==> src/rtl/fifo_rd_framer_pkg.sv <==
// Shared packet-format definitions: header field positions and framer state encoding.
package fifo_rd_framer_pkg;

   localparam int WORD_W  = 16;
   localparam int LEN_LSB = 0;
   localparam int LEN_MSB = 7;
   localparam int LEN_W   = LEN_MSB - LEN_LSB + 1;

   typedef enum logic [1:0] {
      ST_HDR  = 2'd0,
      ST_BODY = 2'd1,
      ST_DROP = 2'd2
   } state_t;

endpackage

==> src/rtl/fifo_rd_framer.sv <==
// Read-side FIFO consumer: parses headers, emits a sop/eop framed stream with
// stall back-pressure, and discards/counts over-length packets.
//
//   state | meaning
//   HDR   | next popped word is a header
//   BODY  | forwarding payload words, r_cnt words remain
//   DROP  | discarding payload of an over-length packet, r_cnt words remain
module fifo_rd_framer
   import fifo_rd_framer_pkg::*;
#(
   parameter int MAX_LEN = 32,
   parameter int CNT_W   = 16
)(
   input  logic              clk,
   input  logic              rst_n,
   input  logic [WORD_W-1:0] i_fifo_data,
   input  logic              i_fifo_empty,
   output logic              o_fifo_rd_en,
   output logic [WORD_W-1:0] o_data,
   output logic              o_valid,
   output logic              o_sop,
   output logic              o_eop,
   input  logic              i_stall,
   output logic              o_err,
   input  logic              i_err_clr,
   output logic [CNT_W-1:0]  o_pkt_cnt,
   output logic [CNT_W-1:0]  o_drop_cnt
);

   localparam logic [LEN_W-1:0] MAX_LEN_V = LEN_W'(MAX_LEN);

   state_t              r_state;
   state_t              w_state_nxt;
   logic [LEN_W-1:0]    r_cnt;
   logic [LEN_W-1:0]    w_cnt_nxt;
   logic [WORD_W-1:0]   r_data;
   logic                r_valid;
   logic                r_sop;
   logic                r_eop;
   logic                r_err;
   logic [CNT_W-1:0]    r_pkt_cnt;
   logic [CNT_W-1:0]    r_drop_cnt;

   logic [LEN_W-1:0]    w_len;
   logic                w_xfer;
   logic                w_pop;
   logic                w_emit;
   logic                w_emit_sop;
   logic                w_emit_eop;
   logic                w_drop_hdr;

   assign w_len  = i_fifo_data[LEN_MSB:LEN_LSB];
   assign w_xfer = r_valid & ~i_stall;

   // Next-state, pop and emit decode; output register reloads on the same edge it transfers
   always_comb begin
      w_state_nxt = r_state;
      w_cnt_nxt   = r_cnt;
      w_pop       = 1'b0;
      w_emit      = 1'b0;
      w_emit_sop  = 1'b0;
      w_emit_eop  = 1'b0;
      w_drop_hdr  = 1'b0;
      case (r_state)
         ST_HDR: begin
            w_pop = ~i_fifo_empty & (~r_valid | ~i_stall);
            if (w_pop) begin
               if (w_len > MAX_LEN_V) begin
                  w_drop_hdr  = 1'b1;
                  w_cnt_nxt   = w_len;
                  w_state_nxt = ST_DROP;
               end else begin
                  w_emit     = 1'b1;
                  w_emit_sop = 1'b1;
                  if (w_len == '0) begin
                     w_emit_eop = 1'b1;
                  end else begin
                     w_cnt_nxt   = w_len;
                     w_state_nxt = ST_BODY;
                  end
               end
            end
         end
         ST_BODY: begin
            w_pop = ~i_fifo_empty & (~r_valid | ~i_stall);
            if (w_pop) begin
               w_emit    = 1'b1;
               w_cnt_nxt = r_cnt - 1'b1;
               if (r_cnt == LEN_W'(1)) begin
                  w_emit_eop  = 1'b1;
                  w_state_nxt = ST_HDR;
               end
            end
         end
         ST_DROP: begin
            // Discarded words never touch the output register, so stall is irrelevant
            w_pop = ~i_fifo_empty;
            if (w_pop) begin
               w_cnt_nxt = r_cnt - 1'b1;
               if (r_cnt == LEN_W'(1)) begin
                  w_state_nxt = ST_HDR;
               end
            end
         end
         default: begin
            w_state_nxt = ST_HDR;
         end
      endcase
   end

   // Pop strobe is forced low while reset is asserted
   assign o_fifo_rd_en = w_pop & rst_n;

   // FSM state and word counter
   always_ff @(posedge clk or negedge rst_n) begin
      if (!rst_n) begin
         r_state <= ST_HDR;
         r_cnt   <= '0;
      end else begin
         r_state <= w_state_nxt;
         r_cnt   <= w_cnt_nxt;
      end
   end

   // Single-entry output register, held while stalled
   always_ff @(posedge clk or negedge rst_n) begin
      if (!rst_n) begin
         r_data  <= '0;
         r_valid <= 1'b0;
         r_sop   <= 1'b0;
         r_eop   <= 1'b0;
      end else if (w_emit) begin
         r_data  <= i_fifo_data;
         r_valid <= 1'b1;
         r_sop   <= w_emit_sop;
         r_eop   <= w_emit_eop;
      end else if (w_xfer) begin
         r_valid <= 1'b0;
      end
   end

   // Sticky error (set wins over clear) and wrapping event counters
   always_ff @(posedge clk or negedge rst_n) begin
      if (!rst_n) begin
         r_err      <= 1'b0;
         r_pkt_cnt  <= '0;
         r_drop_cnt <= '0;
      end else begin
         if (w_drop_hdr) begin
            r_err <= 1'b1;
         end else if (i_err_clr) begin
            r_err <= 1'b0;
         end
         if (w_xfer & r_eop) begin
            r_pkt_cnt <= r_pkt_cnt + 1'b1;
         end
         if (w_drop_hdr) begin
            r_drop_cnt <= r_drop_cnt + 1'b1;
         end
      end
   end

   assign o_data     = r_data;
   assign o_valid    = r_valid;
   assign o_sop      = r_sop;
   assign o_eop      = r_eop;
   assign o_err      = r_err;
   assign o_pkt_cnt  = r_pkt_cnt;
   assign o_drop_cnt = r_drop_cnt;

endmodule
==> config.mk <==
export PLATFORM = sky130hd
export DESIGN_NAME = fifo_rd_framer
export DESIGN_NICKNAME = d
export VERILOG_FILES = /design/src/rtl/fifo_rd_framer_pkg.sv /design/src/rtl/fifo_rd_framer.sv
export SDC_FILE = /design/constraint.sdc
export NUM_CORES = 1
export LEC_CHECK = 0
export ABC_AREA = 1
export CORE_ASPECT_RATIO = 2
export CORE_UTILIZATION = 30
export CTS_BUF_LIST = sky130_fd_sc_hd__clkbuf_16
export DETAILED_ROUTE_END_ITERATION = 12
export GPL_TIMING_DRIVEN = 0
export MAX_ROUTING_LAYER = met4
export SLEW_MARGIN = 20
export SYNTH_ARGS = -nofsm -noshare
export SYNTH_HDL_FRONTEND = slang
export SYNTH_SLANG_ARGS = --single-unit
==> constraint.sdc <==
create_clock -name clk -period 1.8 [get_ports clk]
set_input_delay 0.36 -clock clk [delete_from_list [all_inputs] [get_ports clk]]
set_output_delay 0.36 -clock clk [all_outputs]
set_load 0.005 [all_outputs]
==> metrics.md <==
| Metric | Value |
|---|---|
| Status | `complete, but fails checks` |
| Failing checks | `negative setup slack` |
| P_leak | `approximately 2.4 nW` |
| Crit-path cells | `clkdlybuf4s50_1 -> inv_2 -> nand2_4 -> inv_4 -> a22oi_2 -> nor3b_2 -> buf_2` |
| Ports | `74` |
| Sequential cell area fraction in the yosys report | `between 40% and 50%` |
| Crit-path max cell delay | `just over 0.5 ns` |
| Post-layout util | `43.0%` |
| Tmin final | `roughly 1.9 ns` |
| Worst r2r dst | `r_cnt[3]$_DFFE_PN0P_` |
| Top post-synthesis cells by area | `dfrtp_1, nand2_1, nand3_1` |
| Critical Path End Type | `primary output` |
| Total grt overflow | `0` |
| ANT nets after route | `0` |
| Synth cell count leaders | `nand2_1, dfrtp_1, nor2_1, inv_1, nand3_1` |
| Yosys warns | `0` |
| Clock Tree Root | `clkbuf_16` |
| Number of buffers created by CTS | `9` |
| Clk buf depth | `2` |
| Flip-flop and latch count after synthesis | `62` |
| Crit Path Class | `in2out` |
| Die height | `approximately 160 µm` |
| PD cells | `1400 mW/mm²` |
| Critical Path Source | `i_fifo_empty` |
| Pre-CTS setup slack | `-0.679 ns` |
| Hold Crit Class | `in2async` |
| Clock Latency Late Sink | `0.33 ns` |
| Vias/cell | `~4.6` |
| Synth area leader | `dfrtp_1` |
| DRC errors left | `0` |
| Cells after Synth | `approximately 480` |
| Initial Util | `between 30 and 40%` |
| Fin crit share | `103%` |
| Drt wl/cell | `approximately 13 µm` |
| DRT Pass-1 Iters | `4` |
| Worst reg2reg path depth | `12` |
| Tot Pwr | `~6.9 mW` |
| RSZ-0062 raised after global routing | `yes` |
| Vias in the first global route | `between 3000 and 4000` |
| Sink Count | `62` |
| Setup crit end | `o_fifo_rd_en` |
| CP startpoint kind | `primary input` |
| Fillers | `between 1000 and 1500` |
| Core area | `between 0.01 and 0.015 mm²` |
| Cell Rows | `55` |
| Post-Syn Nets | `around 500` |
| Finish-stage setup viols | `1` |
| Arr. time, crit path | `around 1.5 ns` |
| Via Count | `roughly 3300` |
| Finished Cell Area | `between 0.004 and 0.005 mm²` |
| Peak VDD IR | `~800 µV` |
| Most frequent cell after synthesis | `nand2_1` |
| Initial DRC count | `about 140` |
| Layout cell share with drive strength beyond 1 | `13.2%` |
| Initial antenna violation count | `0` |
| Setup tns final | `-0.0500 ns` |
| Fmax achieved | `roughly 0.54 GHz` |
| Ant. Diodes | `0` |
| Area after DPL | `roughly 0.0045 mm²` |
| Synth unique cells | `27` |
| Routability congestion estimate | `roughly 0.86` |
| Final net count | `~600` |
| Worst Slack Setup Final | `-0.0500 ns` |
| Pin count of the biggest net entering global routing | `54` |
| R2R setup slack | `0.10 ns` |
| Die ar. | `around 0.012 mm²` |
| Syn avg cell area | `between 7 and 8 µm²` |
| Worst slew margin | `between 60 and 70%` |
| HPWL after detailed placement | `~6700 µm` |
| IO buf count | `73` |
| # H-tree levels | `3` |
| First-pass GRT wire length | `~15000 µm` |
| CTS tree | `done` |
| Launching point of the worst reg2reg path | `r_state[0]$_DFFE_PN0P_` |
| Worst slew pin tran | `between 0.4 and 0.5 ns` |
| Layout area overhead | `38.3%` |
| Total track usage | `approximately 17%` |
| Drt total wl | `a little over 9000 µm` |
| Die Span X | `around 80 µm` |
| Synth Cell Area | `between 0.003 and 0.004 mm²` |
| Synth Flop Type | `dfrtp_1` |
| CP Data Required Time | `~1.4 ns` |
| Critical-path top delay cell | `clkdlybuf4s50_1` |
| Post-synth EDFFs | `0` |
| Clk slew on worst S/H paths | `~0.060 ns` |
| Async set-reset flop share out of synthesis | `100%` |
| Clock Skews | `0.00529 ns` |
| Count of final hold-check violations | `0` |
| Synth top area share | `a little over two fifths` |
| MaxCap Viol Count | `0` |
| Worst Path Max Fanout | `5` |
| Max Slew Vio Count | `0` |
==> report_power, final <==
group / switching [mW] / internal [mW]
logic: 1.56 / 1.42
registers: 0.388 / 1.79
clock network: 0.646 / 1.06
==> per-stage QoR <==
step,hold WS (ns),instances
after floorplan,0.0644,475
after global placement,0.470,690
after detailed placement,0.214,691
after CTS,0.0271,715
after global routing,0.0376,717
final,0.0178,717
==> cell families after synthesis <==
group,share of synthesized area (%)
fa+ha+maj,2.82
xor+xnor,5.18
compound gates,2.08
simple gates,39.5
flops,43.7
buf+inv,6.66
==> registers in the layout (all words and copies together) (netlist names) <==
| name | flops |
|---|---|
| o_data | 16 |
| o_drop_cnt | 16 |
| o_pkt_cnt | 16 |
| r_cnt | 8 |
| r_state | 2 |
| o_eop | 1 |
| o_err | 1 |
| o_sop | 1 |
| o_valid | 1 |
==> final cells by class <==
cell class	instances	area (µm²)	area share, %
multi-input cells	364	1820	37.0
flip-flops and latches	62	1550	31.6
repair buffers	84	827	16.8
clock inverters	7	65.1	1.33
inverters	41	163	3.31
clock buffers	9	225	4.59
well taps	142	178	3.62
plain buffers	8	82.6	1.68
==> placed cells by master, fill, tap and decap left out, types with 2 or more instances in the layout <==
cell and instances:
ha_1 5, clkbuf_16 9, xnor2_1 12, nor2_4 2
nor3_1 4, clkdlybuf4s50_1 70, xor2_1 9, buf_2 3
nor2_2 5, nand3b_1 2, nand4_1 7, ha_4 2
nand2_2 7, clkinvlp_4 2, inv_4 2, inv_1 34
buf_4 11, inv_2 4, nand3_1 33, nand2_1 206
dfrtp_1 61, buf_6 4, nor2_1 43, clkinv_2 3
nand3_2 11, o21ai_0 9
==> critical path, delay by kind of cell <==
kind / cells / cell delay [ns]
AO/OA/AOI/OAI: 1 / 0.17
AND/OR/NAND/NOR: 2 / 0.18
buffers and inverters: 4 / 0.77
==> what timing repair did <==
action	CTS	global route
hold endpoints to repair	10	0
setup buffers	7	2
resized for setup	22	3
setup endpoints to repair	1	17
hold buffers	1	0
pin swaps	5	5
==> layer usage <==
metal | wire (µm) | track usage (%) | share of wire, %
met1 | 3420 | 16.1 | 37
met2 | 5200 | 30.5 | 57
met3 | 292 | 3.51 | 3.2
met4 | 252 | 8.23 | 2.8
met5 | 0 | - | 0
==> how the worst min path moves through the flow <==
stage | endpoint | start | slack, ns | cells after the start
floorplan | o_data[0]$_DFFE_PN0P_ | rst_n | 0.06 | 0
global placement | o_sop$_DFFE_PN0P_ | o_sop$_DFFE_PN0P_ | 0.47 | 2
detailed placement | o_data[10]$_DFFE_PN0P_ | rst_n | 0.21 | 1
CTS | o_pkt_cnt[13]$_DFFE_PN0P_ | rst_n | 0.03 | 2
global route | o_valid$_DFFE_PN0P_ | rst_n | 0.04 | 2
finish | o_pkt_cnt[9]$_DFFE_PN0P_ | rst_n | 0.02 | 2
No activity file was read; power rests on OpenSTA's default activity.
